**src/rtl/iref_seq.sv**
```systemverilog
// rtl/iref_seq.sv - IREF power-up/power-down bus sequencer
// Drives PD/CHARGE writes onto the IREF slave port with timeout and power-down pre-emption.
module iref_seq #(
  parameter int DATA_W      = 32,
  parameter int IREF_ADDR_W = 1,
  parameter int CNT_W       = 16,
  parameter int TIMEOUT_CYC = 64
) (
  input  logic                   clk,
  input  logic                   rst,
  input  logic                   start,
  input  logic                   pwrdn,
  input  logic [CNT_W-1:0]       charge_cycles,
  output logic                   busy,
  output logic                   done,
  output logic                   err,
  output logic                   valid,
  output logic [IREF_ADDR_W-1:0] address,
  output logic [DATA_W-1:0]      wdata,
  output logic                   wstrb,
  input  logic                   ready
);
  localparam int TO_W = $clog2(TIMEOUT_CYC + 1);

  typedef enum logic [2:0] {S_IDLE, S_WR, S_GAP, S_CHG_WAIT, S_DONE, S_ERR} state_e;
  typedef enum logic [1:0] {ST_PD0, ST_CHG1, ST_CHG0, ST_PD1} step_e;

  state_e                 state_q, state_d;
  step_e                  step_q, step_d;
  logic                   seq_pd_q, seq_pd_d;
  logic                   pend_pd_q, pend_pd_d;
  logic [CNT_W-1:0]       cc_q, cc_d;
  logic [CNT_W-1:0]       cnt_q, cnt_d;
  logic [TO_W-1:0]        to_q, to_d;
  logic                   valid_q, valid_d;
  logic [IREF_ADDR_W-1:0] addr_q, addr_d;
  logic [DATA_W-1:0]      wdata_q, wdata_d;
  logic                   busy_q, busy_d;
  logic                   done_q, done_d;
  logic                   err_q, err_d;
  logic                   pd_now;

  always_ff @(posedge clk) begin
    if (rst) begin
      state_q   <= S_IDLE;
      step_q    <= ST_PD0;
      seq_pd_q  <= 1'b0;
      pend_pd_q <= 1'b0;
      cc_q      <= '0;
      cnt_q     <= '0;
      to_q      <= '0;
      valid_q   <= 1'b0;
      addr_q    <= '0;
      wdata_q   <= '0;
      busy_q    <= 1'b0;
      done_q    <= 1'b0;
      err_q     <= 1'b0;
    end else begin
      state_q   <= state_d;
      step_q    <= step_d;
      seq_pd_q  <= seq_pd_d;
      pend_pd_q <= pend_pd_d;
      cc_q      <= cc_d;
      cnt_q     <= cnt_d;
      to_q      <= to_d;
      valid_q   <= valid_d;
      addr_q    <= addr_d;
      wdata_q   <= wdata_d;
      busy_q    <= busy_d;
      done_q    <= done_d;
      err_q     <= err_d;
    end
  end

  // A latched or same-cycle pwrdn abandons power-up at the next idle-bus point
  assign pd_now = !seq_pd_q && (pend_pd_q || pwrdn);

  always_comb begin
    state_d   = state_q;
    step_d    = step_q;
    seq_pd_d  = seq_pd_q;
    pend_pd_d = pend_pd_q;
    cc_d      = cc_q;
    cnt_d     = cnt_q;
    to_d      = to_q;
    case (state_q)
      S_IDLE, S_ERR: begin
        if (pwrdn) begin
          state_d   = S_WR;
          step_d    = ST_CHG0;
          seq_pd_d  = 1'b1;
          pend_pd_d = 1'b0;
          to_d      = '0;
        end else if (start) begin
          state_d   = S_WR;
          step_d    = ST_PD0;
          seq_pd_d  = 1'b0;
          pend_pd_d = 1'b0;
          cc_d      = charge_cycles;
          to_d      = '0;
        end
      end
      S_WR: begin
        pend_pd_d = pend_pd_q | (pwrdn & ~seq_pd_q);
        if (ready) begin
          to_d = '0;
          case (step_q)
            ST_PD0:  state_d = S_GAP;
            ST_CHG1: begin
              state_d = S_CHG_WAIT;
              cnt_d   = (cc_q == '0) ? CNT_W'(1) : cc_q;
            end
            ST_CHG0: state_d = seq_pd_q ? S_GAP : S_DONE;
            default: state_d = S_DONE;
          endcase
        end else if (to_q == TO_W'(TIMEOUT_CYC - 1)) begin
          state_d = S_ERR;
        end else begin
          to_d = to_q + TO_W'(1);
        end
      end
      S_GAP: begin
        state_d = S_WR;
        to_d    = '0;
        if (pd_now) begin
          step_d    = ST_CHG0;
          seq_pd_d  = 1'b1;
          pend_pd_d = 1'b0;
        end else begin
          step_d = (step_q == ST_PD0) ? ST_CHG1 : ST_PD1;
        end
      end
      S_CHG_WAIT: begin
        if (pd_now) begin
          state_d   = S_WR;
          step_d    = ST_CHG0;
          seq_pd_d  = 1'b1;
          pend_pd_d = 1'b0;
          to_d      = '0;
        end else if (cnt_q <= CNT_W'(1)) begin
          state_d = S_WR;
          step_d  = ST_CHG0;
          to_d    = '0;
        end else begin
          cnt_d = cnt_q - CNT_W'(1);
        end
      end
      S_DONE: begin
        state_d   = S_IDLE;
        pend_pd_d = 1'b0;
      end
      default: state_d = S_IDLE;
    endcase
  end

  always_comb begin
    valid_d    = (state_d == S_WR);
    addr_d     = '0;
    wdata_d    = '0;
    if (valid_d) begin
      addr_d     = (step_d == ST_CHG1 || step_d == ST_CHG0) ? IREF_ADDR_W'(1) : '0;
      wdata_d[0] = (step_d == ST_CHG1 || step_d == ST_PD1);
    end
    busy_d = (state_d == S_WR) || (state_d == S_GAP) || (state_d == S_CHG_WAIT);
    done_d = (state_d == S_DONE);
    err_d  = (state_d == S_ERR);
  end

  assign valid   = valid_q;
  assign wstrb   = valid_q;
  assign address = addr_q;
  assign wdata   = wdata_q;
  assign busy    = busy_q;
  assign done    = done_q;
  assign err     = err_q;
endmodule

```
**config.mk**
```make
export PLATFORM = sky130hd
export DESIGN_NAME = iref_seq
export DESIGN_NICKNAME = d
export VERILOG_FILES = /design/src/rtl/iref_seq.sv
export SDC_FILE = /design/constraint.sdc
export NUM_CORES = 1
export LEC_CHECK = 0
export CORE_UTILIZATION = 45
export DETAILED_ROUTE_END_ITERATION = 12
export DONT_BUFFER_PORTS = 1
export GPL_TIMING_DRIVEN = 0
export RECOVER_POWER = 25
export SLEW_MARGIN = 20
export SYNTH_ARGS = -nofsm -noshare
export SYNTH_HDL_FRONTEND = slang
export SYNTH_SLANG_ARGS = --single-unit
```
**constraint.sdc**
```tcl
create_clock -name clk -period 5.93 [get_ports clk]
set_clock_uncertainty 0.15 [all_clocks]
set_input_delay 1.186 -clock clk [delete_from_list [all_inputs] [get_ports clk]]
set_output_delay 1.186 -clock clk [all_outputs]
set_load 0.05 [all_outputs]
```
==> qor.csv <==
metric,value,unit
Reg2Reg Depth,9,
R2R Path Start,cnt_q[0],
Filler Cells Inserted,640,
CP Cell Sequence,"o21ba_2, a211oi_1, o21a_1, buf_2, o21ai_0, a21oi_1",
internal power,0.000535,W
RSZ-0062 raised after global routing,no,
Post-Syn Area,0.00294,sq mm
WL per Instance,14.1,um
GRT Residual Overflow,0,
Synth area leaders,"dfxtp_1, buf_4, nor2_1, mux2i_1, o21ai_0",
Seq cells post-synth,52,
Final period util,0.528,
CP Buf/Inv Count,1,
synthesis-to-finish area growth,9.96,%
CTS Buf Count,5,
Row Count,29,
Cells after Synth,366,
Post-synth ARST share,0,
"CP delay by family, top",compound AO/OA/AOI/OAI gates,
mux contribution to synthesized area,0.0579,
Antenna diodes,0,
Yosys warning count,0,
synthesized-area fraction occupied by adder cells,0.0128,
drt drc,0,
most common flop cell mapped by yosys,dfxtp_1,
Vias per Instance,5.26,
Ports,59,
Final Hold Vio Count,0,
maximum VDD drop,0.000126,V
share of power burned in combinational logic,0.188,
Placed Area,0.00315,sq mm
Synth area leader,dfxtp_1,
initial antenna violation count,0,
sw frac,0.309,
Hold Path Origin,to_q[6],
DR iter-0 viols,138,
Max-cap violations,0,
layout cell share with drive strength beyond 1,0.136,
Post-CTS Setup Bufs,0,
Post-DP HPWL,5.00,mm
xor and xnor area share after synthesis,0.00596,
simple-gate share of the synthesized area,0.229,
routability cong.,0.838,
worst endpoint data arrival time,3220,ps
P per Cell Area,239,mW/mm^2
CTS sink cnt,52,
Initial Util,0.466,
core area,0.00631,sq mm
final setup fails,0,
clk slew on worst S/H paths,90,ps
max_slew headroom,0.274,
critical path depth,6,
Slew Limit Fails,0,
WHS Path Cells,2,
largest family of logic cells by synthesized area,simple AND/OR/NAND/NOR gates,
Critical Setup Path Class,primary input to flop,
syn avg cell area,8.03,sq um
sequential area share after synthesis,0.354,
outcome,completed,
setup TNS,0,ps
# nets final,427,
fmax,0.320,GHz
"EDFF count, synth",0,
clk buf depth,2,
Worst setup EP type,flop,
vias in the first global route,2294,
worst skew pair latency,310,ps
DIE WIDTH,82.8,um
die area,0.00686,sq mm
Synth top area share,0.354,
Sw Pwr,0.000239,W
root buf cell,clkbuf_8,
crit-path max FO,10,
cell area after layout,0.00323,sq mm
via count,2530,
crit path time final,3130,ps
worst hold path endpoint,to_q[6],
ANT nets after route,0,
clock share of power,0.319,
launch point of the worst path,pwrdn,
port bufs,0,
compound-gate portion of the synthesized area,0.213,
gr usage total,0.200,
"commonest non-fill, non-tap cell in the layout",dfxtp_1,
critical path data required time,6020,ps
first-pass GRT wire length,11.2,mm
library cells used by synthesis,58,
Seq pwr share,0.493,
"slowest stage delay, CP",850,ps
Worst Max-Slew Pin Slew,1080,ps
most frequent cells in the layout,"dfxtp_1, nor2_1, buf_4",
# resized after CTS,0,
pin count of the biggest net entering global routing,17,
Slowest cell on crit path,a211oi_1,
Hold/Removal Path Class,flop to flop,
CTS Hold Buffers Added,0,
reg-to-reg endpoint,cnt_q[10],
DR pass1 iterations,4,
Worst setup SP type,primary input,
number of H-tree levels,2,
Leak,1.43,nW
CTS tree,built,
Routed WL,6.78,mm
worst reg2reg setup slack,2870,ps
Die Y,82.8,um
==> cell type report <==
type | count | area (sq um) | area share
plain buffers | 52 | 335 | 0.104
clock buffers | 5 | 68.8 | 0.0213
clock inverters | 3 | 42.5 | 0.0132
inverters | 10 | 37.5 | 0.0116
multi-input cells | 282 | 1610 | 0.498
flip-flops and latches | 52 | 1040 | 0.322
well taps | 77 | 96.3 | 0.0298
==> power by group through the flow <==
stage	clock network (W)	registers [W]	logic, W
2_1_floorplan	0	0.000386	0.000129
3_3_place_gp	0	0.000389	0.000144
3_5_place_dp	0	0.000389	0.000145
4_1_cts	0.000253	0.000381	0.000145
5_1_grt	0.000271	0.000383	0.000158
6_report	0.000247	0.000381	0.000145
==> how the worst max path moves through the flow <==
stage | to | slack [ps]
after detailed placement | cnt_q[10] | 3030
after floorplan | wdata[0] | 3290
final | cnt_q[10] | 2800
after global placement | cnt_q[10] | 3020
after CTS | wstrb | 3330
after global routing | cnt_q[1] | 2760
==> through the flow <==
stage	cells	util	hold WS (ps)	power, W	setup WS [ps]
2_1_floorplan	396	-	276	0.000515	3290
3_3_place_gp	473	0.499	286	0.000534	3020
3_5_place_dp	473	0.499	294	0.000534	3030
4_1_cts	481	0.516	308	0.000780	3330
5_1_grt	481	0.512	338	0.000811	2760
6_report	481	0.512	309	0.000773	2800
==> worst reg2reg max path: stages, from the launching register on <==
cell	delay (ps)
dfxtp_1	420
inv_1	70
ha_1	250
nor2_1	160
nor4b_2	80
a211oi_1	900
o21a_1	390
buf_2	290
o21ai_0	130
a21oi_1	150
==> cell families (layout without fill, tap and decap cells) <==
group           after synthesis  after routing
compound gates               94             94
xor+xnor                      2              2
fa+ha+maj                     3              3
buf+inv                      62             70
flops                        52             52
mux                          17             17
other cells                   1             31
simple gates                135            135
==> registers in the layout, indices dropped and copies added, names as in the netlist <==
name,flops
address,1
err,1
seq_pd_q,1
valid,1
state_q,3
cc_q,16
done,1
busy,1
wdata,1
to_q,7
step_q,2
cnt_q,16
pend_pd_q,1
==> cell usage after synthesis, types with 2 or more instances <==
library cell,count
buf_4,32
o21ai_1,7
a211oi_1,3
o21a_1,2
a31oi_1,4
a311oi_1,4
and3_1,5
buf_6,2
ha_1,3
and2_1,5
clkbuf_1,13
mux2i_1,17
or3_1,2
o211ai_1,2
buf_2,4
o21ai_0,24
xor2_1,2
nor2b_1,2
nor3_1,15
o41ai_1,2
nand2b_1,5
a41oi_1,2
or4_1,4
a21oi_1,23
inv_1,10
o31ai_1,3
o311ai_0,2
a21boi_0,2
a31o_2,2
nor4_1,4
nand2_1,29
nor2_1,49
nand3_1,5
dfxtp_1,52
==> layer usage <==
layer  vias up  track usage  share of wire
li1       1299            -              -
met1      1160        0.251           0.46
met2        60        0.338           0.47
met3        11       0.0507          0.047
met4         0       0.0627          0.018
met5         -            0              0
Power figures use the tool's default switching activity.
